<file path="src/rtl/updown_counter_param.sv">
// Parametrised up/down counter with runtime limit, load, wrap/saturate
// boundary handling and a registered terminal-count pulse.
module updown_counter_param #(
  parameter int unsigned WIDTH     = 8,
  parameter int unsigned RESET_VAL = 0
) (
  input  logic             clk,
  input  logic             rst,
  input  logic             en,
  input  logic             up_dn,
  input  logic             load,
  input  logic [WIDTH-1:0] load_val,
  input  logic [WIDTH-1:0] limit,
  input  logic             sat_mode,
  output logic [WIDTH-1:0] q,
  output logic             tc,
  output logic             at_max,
  output logic             at_min
);

  localparam logic [WIDTH-1:0] RST_Q = WIDTH'(RESET_VAL);
  localparam logic [WIDTH-1:0] ONE   = WIDTH'(1);
  localparam logic [WIDTH-1:0] ZERO  = '0;

  logic [WIDTH-1:0] q_next;
  logic             tc_next;
  logic             below_lim;
  logic             at_lim;
  logic             above_lim;
  logic             is_zero;

  // Position of the current count relative to the live limit
  always_comb begin
    below_lim = (q < limit);
    at_lim    = (q == limit);
    above_lim = (q > limit);
    is_zero   = (q == ZERO);
  end

  // Next count and terminal-count event, priority rst > load > en
  always_comb begin
    q_next  = q;
    tc_next = 1'b0;
    if (rst) begin
      q_next = RST_Q;
    end else if (load) begin
      // Loads are clamped so the count never starts outside 0..limit
      q_next = (load_val > limit) ? limit : load_val;
    end else if (en) begin
      if (up_dn) begin
        if (below_lim) begin
          q_next = q + ONE;
        end else begin
          // At or above the limit: wrap to 0 or pin at limit; only an
          // exact hit of the limit counts as a terminal event
          q_next  = sat_mode ? limit : ZERO;
          tc_next = at_lim;
        end
      end else begin
        if (above_lim) begin
          // Limit was lowered under the count: pull back into range
          q_next = limit;
        end else if (is_zero) begin
          q_next  = sat_mode ? ZERO : limit;
          tc_next = 1'b1;
        end else begin
          q_next = q - ONE;
        end
      end
    end
  end

  // Count and terminal-count registers
  always_ff @(posedge clk) begin
    q  <= q_next;
    tc <= tc_next;
  end

  // Boundary flags decoded straight from the registered count
  always_comb begin
    at_max = (q >= limit);
    at_min = (q == ZERO);
  end

endmodule

</file>
<file path="config.mk">
export PLATFORM = sky130hd
export DESIGN_NAME = updown_counter_param
export DESIGN_NICKNAME = d
export VERILOG_FILES = /design/src/rtl/updown_counter_param.sv
export SDC_FILE = /design/constraint.sdc
export NUM_CORES = 1
export LEC_CHECK = 0
export CORE_MARGIN = 1
export CORE_UTILIZATION = 65
export CTS_CLUSTER_SIZE = 25
export DETAILED_ROUTE_END_ITERATION = 8
export DONT_BUFFER_PORTS = 1
export PLACE_DENSITY = 0.86
export SYNTH_ARGS = -nofsm -noshare
export SYNTH_HDL_FRONTEND = slang
export SYNTH_SLANG_ARGS = --single-unit
</file>
<file path="constraint.sdc">
create_clock -name clk -period 5.05 [get_ports clk]
set_input_delay 0.505 -clock clk [delete_from_list [all_inputs] [get_ports clk]]
set_output_delay 0.505 -clock clk [all_outputs]
set_load 0.01 [all_outputs]
</file>
; Word level (Yosys, flattened, before mapping)
; Index checks and enable logic that the tools add are counted.
[word_totals]
ff_bits = 9
inputBits = 22
out_inout_bits = 11
elab_cells = 26
[classes]
addsub = 2
order_cmp = 4
eq_ne = 1
muxes = 13
bitwise = 1
reduce_logical = 3
[ops]
columns = cell, count
row1 = 8-bit 2-to-1 mux, 9
row2 = 8-bit > comparator, 2
row3 = 8-bit by 1-bit adder with 8-bit output (second input constant), 1
row4 = 8-bit equality test, 1
row5 = 8-bit greater-or-equal comparator, 1
row6 = 8-bit logical NOT, 1
row7 = 8-bit < comparator, 1
row8 = 8-bit by 1-bit subtractor with 8-bit output (second input constant), 1
row9 = 1-bit 2-to-1 mux, 4
row10 = 3-bit OR reduction, 1
row11 = 2-bit nonzero test, 1
row12 = 1-bit NOT, 1

; Longest topological paths before layout
; Gate-level depths: netlist (run 1).
[depth]
ltp_word = 6
mapped_depth = 9
mapped_depth_nobuf = 8

; Least setup slack after synthesis (run 1)
; OpenSTA, ideal clock, no wires.
[synth_path]
path_type = register to register
from = register q[0]
to = register q[0]
arrival_time_ps = 2284
slack_ps = 2649
path_stages_with_launch = 10
path_buffers = 1
period_less_slack_ps = 2401
path_cell_list = dfxtp_1 clkbuf_1 inv_1 ha_1 nor2b_1 o211ai_1 a21oi_1 o21ai_1 a221o_2 a22o_1
[synth_between]
elab_chain_len = 6
word_cells_on_any_way = 11
cone_classes = add/sub (2) / order compare (2) / mux (6) / reduce/logical (1)
[synth_lines]
columns = element, line
row1 = from (decl), 15  ; output logic [WIDTH-1:0] q,
row2 = from (signal assigned), 75  ; q <= q_next;
row3 = 8-bit by 1-bit subtractor with 8-bit output / 8-bit logical NOT (equally long branches), "67, 37"
row4 = 8-bit 2-to-1 mux, 63  ; end else if (is_zero) begin
row5 = 8-bit 2-to-1 mux, 60  ; if (above_lim) begin
row6 = 8-bit 2-to-1 mux *, 50  ; if (up_dn) begin
row7 = 8-bit 2-to-1 mux *, 49  ; end else if (en) begin
row8 = 8-bit 2-to-1 mux *, 46  ; end else if (load) begin
; Mark *: on every way between the ends. The rest lies on a longest branch, timed or not. The select of a mux whose other input is x is not followed.
; A chain may end at the register's enable or synchronous reset.

; Worst setup path in the final report (run 1)
[layout_path]
from = register q[1]
to = output port at_max
[layout_between]
elab_chain_len = 1
[layout_lines]
columns = element, line
row1 = 8-bit greater-or-equal comparator, 81  ; at_max = (q >= limit);
row2 = to (decl), 17  ; output logic at_max,
; Every way passes these cells.

==> results of run 1 <==
sequential cells by signal, indices dropped and copies added (netlist names):
signal	count
tc	1
q	8
per-layer routing:
metal,routed length [um],GRT usage (%),vias up
met5,0,0,-
met4,165,12.6,0
met3,561,8.04,25
met2,2200,65.4,129
met1,1850,46.2,815
li1,-,-,808
power breakdown:
group	switching, W	leakage, nW	internal [W]
sequential	0.0000304	0.0748	0.0000792
combinational	0.000104	0.542	0.0000787
clock	0.0000297	0.0150	0.0000305
total	0.000164	0.632	0.000188
layout by cell type, fill, tap and decap left out, drive strengths merged:
| master | synthesis | layout |
|---|---|---|
| nor2 | 20 | 20 |
| o31ai | 1 | 1 |
| o221ai | 1 | 1 |
| a22o | 5 | 5 |
| a31oi | 4 | 4 |
| and3 | 4 | 4 |
| nand2 | 17 | 17 |
| dfxtp | 9 | 9 |
| or2 | 1 | 1 |
| o211ai | 8 | 8 |
| clkbuf | 6 | 4 |
| nor2b | 3 | 3 |
| mux2 | 1 | 1 |
| a211o | 1 | 1 |
| nand4 | 6 | 6 |
| xnor2 | 6 | 6 |
| o21a | 3 | 3 |
| inv | 13 | 13 |
| nand2b | 1 | 1 |
| nor4 | 2 | 2 |
| o211a | 1 | 1 |
| a221oi | 3 | 3 |
| ha | 19 | 19 |
| o32ai | 2 | 2 |
| or2b | 1 | 1 |
| or4 | 1 | 1 |
| a221o | 5 | 5 |
| nor3 | 5 | 5 |
| nand3b | 1 | 1 |
| a21oi | 17 | 17 |
| a311oi | 2 | 2 |
| nor3b | 1 | 1 |
| a21o | 1 | 1 |
| xor2 | 4 | 4 |
| o21ai | 20 | 20 |
| nand3 | 18 | 18 |
final cells by class:
cell class | instances | area (um^2) | area share [%]
clock buffers | 4 | 26.3 | 1.69
inverters | 13 | 48.8 | 3.15
multi-input cells | 185 | 1260 | 81.3
flip-flops and latches | 9 | 180 | 11.6
well taps | 28 | 35.0 | 2.26
cell families (layout without fill, tap and decap cells):
group / after synthesis / after routing / synth area share, %
fa+ha+maj: 19 / 19 / 15.0
xor+xnor: 10 / 10 / 5.54
compound gates: 74 / 74 / 32.5
buf+inv: 26 / 17 / 8.86
flops: 9 / 9 / 11.4
mux: 1 / 1 / 0.712
simple gates: 81 / 81 / 26.0
critical path: stages (launching register included):
cell and delay, ns:
dfxtp_1 0.61, ha_1 0.34, nor2b_1 0.14, o211ai_1 0.25, a21oi_1 0.23, nor2_1 0.40, nand2_1 0.19
final timing paths:
kind                            startpoint     end  slack (ns)  cells after the start
worst max-delay path                  q[1]  at_max        2.15                      6
worst min-delay path                  load    q[4]        0.35                      1
worst max register to register        q[1]    q[4]        2.28                      7
worst min register to register        q[5]    q[5]        0.78                      2
metrics by stage:
step | instance area (um^2) | worst slack, ns | util, % | total power, W | hold slack, ns
after floorplan | 1580 | 2.65 | - | 0.000259 | 0.645
after global placement | 1530 | 2.51 | 67.6 | 0.000278 | 0.612
after detailed placement | 1530 | 2.37 | 67.6 | 0.000288 | 0.617
after CTS | 1550 | 2.22 | 68.8 | 0.000345 | 0.346
after global routing | 1550 | 2.09 | 68.8 | 0.000374 | 0.340
final | 1550 | 2.15 | 68.8 | 0.000353 | 0.349
==> results.cfg, run 1 <==
[yosys]
syn_inst = 220
avgSynthCellArea_um2 = 7.19
yosys.cell_count.top_type = nor2_1
synth-edff-count = 0
synth_ff_type = dfxtp_1
ys_ff_latch = 9
syn_nets = 261
syn_area_um2 = 1580
yosys-top-cells-area = ha_1 15%, dfxtp_1 11%, nand3_1 5.7%, a21oi_1 5.4%, o21ai_0 5.1%
synth.top_cell.area_share_pct = 15.0
synthTopCellsByCount = 20 x nor2_1, 19 x ha_1, 18 x nand3_1, 17 x a21oi_1
yosysUniqueCellTypes = 45
synthArstFlopShare_pct = 0
yosysSeqAreaShare_pct = 11.4
yosys_warnings = 0
synth_top_cell_by_area = ha_1

[critical_path]
critPathLaunchType = flop
crit_required_ns = 4.55
criticalPathCategory = reg -> out
critPathMaxFanout = 9
arrival_ns = 2.40
critPathCaptureType = output port

[global_routing]
grt_pass1_vias = 1645
grt-ovfl-total = 0
grt_max_degree = 22
antenna_found_initial = 0
grt_pass1_wl_um = 7510
grt.total_usage_pct = 37.9

[clock_tree]
cts-resized-gates = 0
cts_hold_buf = 0
h-tree-depth = 1
numClockSinks = 9
cts-root-buf = clkbuf_4
clock_latency_ns = 0.26
clkTransAtPathRegs_ns = 0.07
cts_buffers = 3
tritoncts = yes
clockBufferDepth = 2
cts_setup_buffers = 0

[timing]
rsz0062_at_grt = no
fin_skew_ns = 0.00808
tns_ns = 0
relSlewSlack_pct = 51.6
maxSlewViolCount = 0
max_slew.worst_pin.slew_ns = 0.722
period_share_pct = 57.5
clock.fmax_mhz = 345
finalSetupViolations = 0
min_period_ns = 2.90
hold_violations = 0

[placement]
dp_hpwl_um = 3590
gp_congestion = 0.990
io_buffers = 0
dp_cells = 235

[routing]
post_drt_wl_per_cell_um = 20.0
drt-initial-drc-count = 134
drt_wl_total_um = 4780
drc_errors = 0
num_vias = 1777
firstDrtPassIters = 5
vias_per_cell = 7.44
ant_nets = 0

[die]
dieWidth_um = 51.3
fp.dieH_um = 51.3
io_pins = 33
initial_utilization_pct = 70.1
num_rows = 17
coreArea_um2 = 2250
dieArea_um2 = 2630

[power]
cellPowerDensity_nw_per_um2 = 227
power_leakage_nw = 0.632
ir_drop_mv = 0.142

[hold_path]
hp-class = in -> reg

[outcome]
outcome = finished clean

[layout]
drive_above_1_share_pct = 8.06
area_growth_pct = -1.90
nNetsFinal = 253
fill_cells = 192
insertedDiodeCount = 0
stdcell_count = 239

[run]
cap_violations = 0
(Power assumes the default switching activity.)
==> run 2: changes to the inputs <==
--- a/config.mk
+++ b/config.mk
@@ -6,11 +6,11 @@
 export NUM_CORES = 1
 export LEC_CHECK = 0
 export CORE_MARGIN = 1
-export CORE_UTILIZATION = 65
+export CORE_UTILIZATION = 64
 export CTS_CLUSTER_SIZE = 25
 export DETAILED_ROUTE_END_ITERATION = 8
 export DONT_BUFFER_PORTS = 1
-export PLACE_DENSITY = 0.86
+export PLACE_DENSITY = 0.85
 export SYNTH_ARGS = -nofsm -noshare
 export SYNTH_HDL_FRONTEND = slang
 export SYNTH_SLANG_ARGS = --single-unit
==> constraint.sdc (replaced) <==
create_clock -name clk -period 2.8 [get_ports clk]
set_input_delay 0.28 -clock clk [delete_from_list [all_inputs] [get_ports clk]]
set_output_delay 0.28 -clock clk [all_outputs]
set_load 0.01 [all_outputs]
==> results.cfg, run 2 (same netlist as run 1, synthesis figures left out) <==
[outcome]
outcome = finished clean

[layout]
largest_reg_flops = 8
area_growth_pct = 2.85
insertedDiodeCount = 0
fin_area_um2 = 1630
stdcell_count = 249
largest-register = q
fill_cells = 186
top_regs = q x8, tc x1
nNetsFinal = 263
final_common_cell = nor2_1
drive_above_1_share_pct = 12.2
seq_area_um2 = 180
multi_input_comb_area_um2 = 1260
mostFrequentLayoutCells = 20 x nor2_1, 19 x ha_1, 18 x nand3_1

[timing]
clock.fmax_mhz = 385
relSlewSlack_pct = 50.5
fin_skew_ns = 0.00238
finalSetupViolations = 0
min_period_ns = 2.60
maxSlewViolCount = 0
rsz0062_at_grt = no
tns_ns = 0
period_share_pct = 92.8
max_slew.worst_pin.slew_ns = 0.737
fin_ws_ns = 0.203
hold_violations = 0

[critical_path]
crit_top_cell = a21oi_1
criticalPathCategory = reg -> out
critPathMaxFanout = 10
critPathLaunchType = flop
timing.rr.start = q[3]
crit_chain = ha_1 > a21oi_1 > a21oi_1 > buf_4 > nor2_1 > nand2_1
arrival_ns = 2.32
crit_required_ns = 2.52
path_delay_family = simple AND/OR/NAND/NOR gates
worstReg2RegEnd = q[4]
slowest_stage = dfxtp_1
reg2reg_slack_ns = 0.26
critPathCaptureType = output port
worst-path-buf-inv = 1
cp.depth = 6
rr_worst_depth = 6
slowest_delay_ns = 0.56

[die]
initial_utilization_pct = 69.5
coreArea_um2 = 2280
dieArea_um2 = 2670
num_rows = 17
io_pins = 33
dieWidth_um = 51.7
fp.dieH_um = 51.7

[clock_tree]
clkTransAtPathRegs_ns = 0.07
tritoncts = yes
h-tree-depth = 1
cts_hold_buf = 0
cts_buffers = 3
cts-resized-gates = 0
clockBufferDepth = 2
clock_latency_ns = 0.29
cts_setup_buffers = 0
numClockSinks = 9
cts-root-buf = clkbuf_4

[routing]
num_vias = 1787
drt_wl_total_um = 4830
drt-initial-drc-count = 84
firstDrtPassIters = 5
drc_errors = 0
post_drt_wl_per_cell_um = 19.4
ant_nets = 0
vias_per_cell = 7.18

[global_routing]
grt_max_degree = 22
grt.total_usage_pct = 41.2
antenna_found_initial = 0
grt-ovfl-total = 0
grt_pass1_vias = 1763
grt_pass1_wl_um = 8290

[hold_path]
hp-class = in -> reg
min_path_cells = 1
hp-start = load
worstHoldEndpoint = q[4]

[power]
ir_drop_mv = 0.347
power_leakage_nw = 0.683
cellPowerDensity_nw_per_um2 = 409

[placement]
io_buffers = 0
dp_hpwl_um = 3680
gp_congestion = 0.985
dp_slack_ns = 0.345
dp_cells = 245
place_area_um2 = 1600

[run]
cap_violations = 0
## run 2: cell types whose count changed in the layout (fill, tap and decap cells not counted)
cell and delta:
buf_4 +10
## run 2: how the worst max path moves through the flow
stage          from     end
2_1_floorplan  q[0]    q[0]
3_3_place_gp   q[3]    q[4]
3_5_place_dp   q[3]    q[4]
4_1_cts        q[3]  at_max
5_1_grt        q[3]    q[4]
6_report       q[3]  at_max
## run 2: stage by stage
step	util [%]	hold slack, ns	power, W
final	71.5	0.114	0.000665
after global routing	71.5	0.118	0.000709
after CTS	71.5	0.118	0.000652
after detailed placement	70.3	0.405	0.000542
after global placement	70.3	0.397	0.000532
after floorplan	-	0.420	0.000468
## run 2: layout make-up
class	instances	share of cell area (%)
multi-input cells	185	77.5
flip-flops and latches	9	11.1
repair buffers	10	4.62
inverters	13	3.00
well taps	28	2.15
clock buffers	4	1.62
## run 2: per-layer routing
| layer | track usage [%] | part of all wire [%] |
|---|---|---|
| met1 | 53.7 | 40 |
| met2 | 63.9 | 45 |
| met3 | 11.7 | 11 |
| met4 | 14.9 | 2.9 |
| met5 | 0 | 0 |
## run 2: power by group
group	switching, W	internal [W]	leakage, nW	total (W)
Clock	0.0000569	0.0000556	0.0150	0.000112
Sequential	0.0000228	0.000143	0.0748	0.000166
Combinational	0.000224	0.000163	0.593	0.000387
## run 2: worst reg2reg max path, delay by kind of cell (launching register included)
family          cells  cell delay (ns)
fa+ha+maj           1             0.34
compound gates      5             1.54
flops               1             0.56
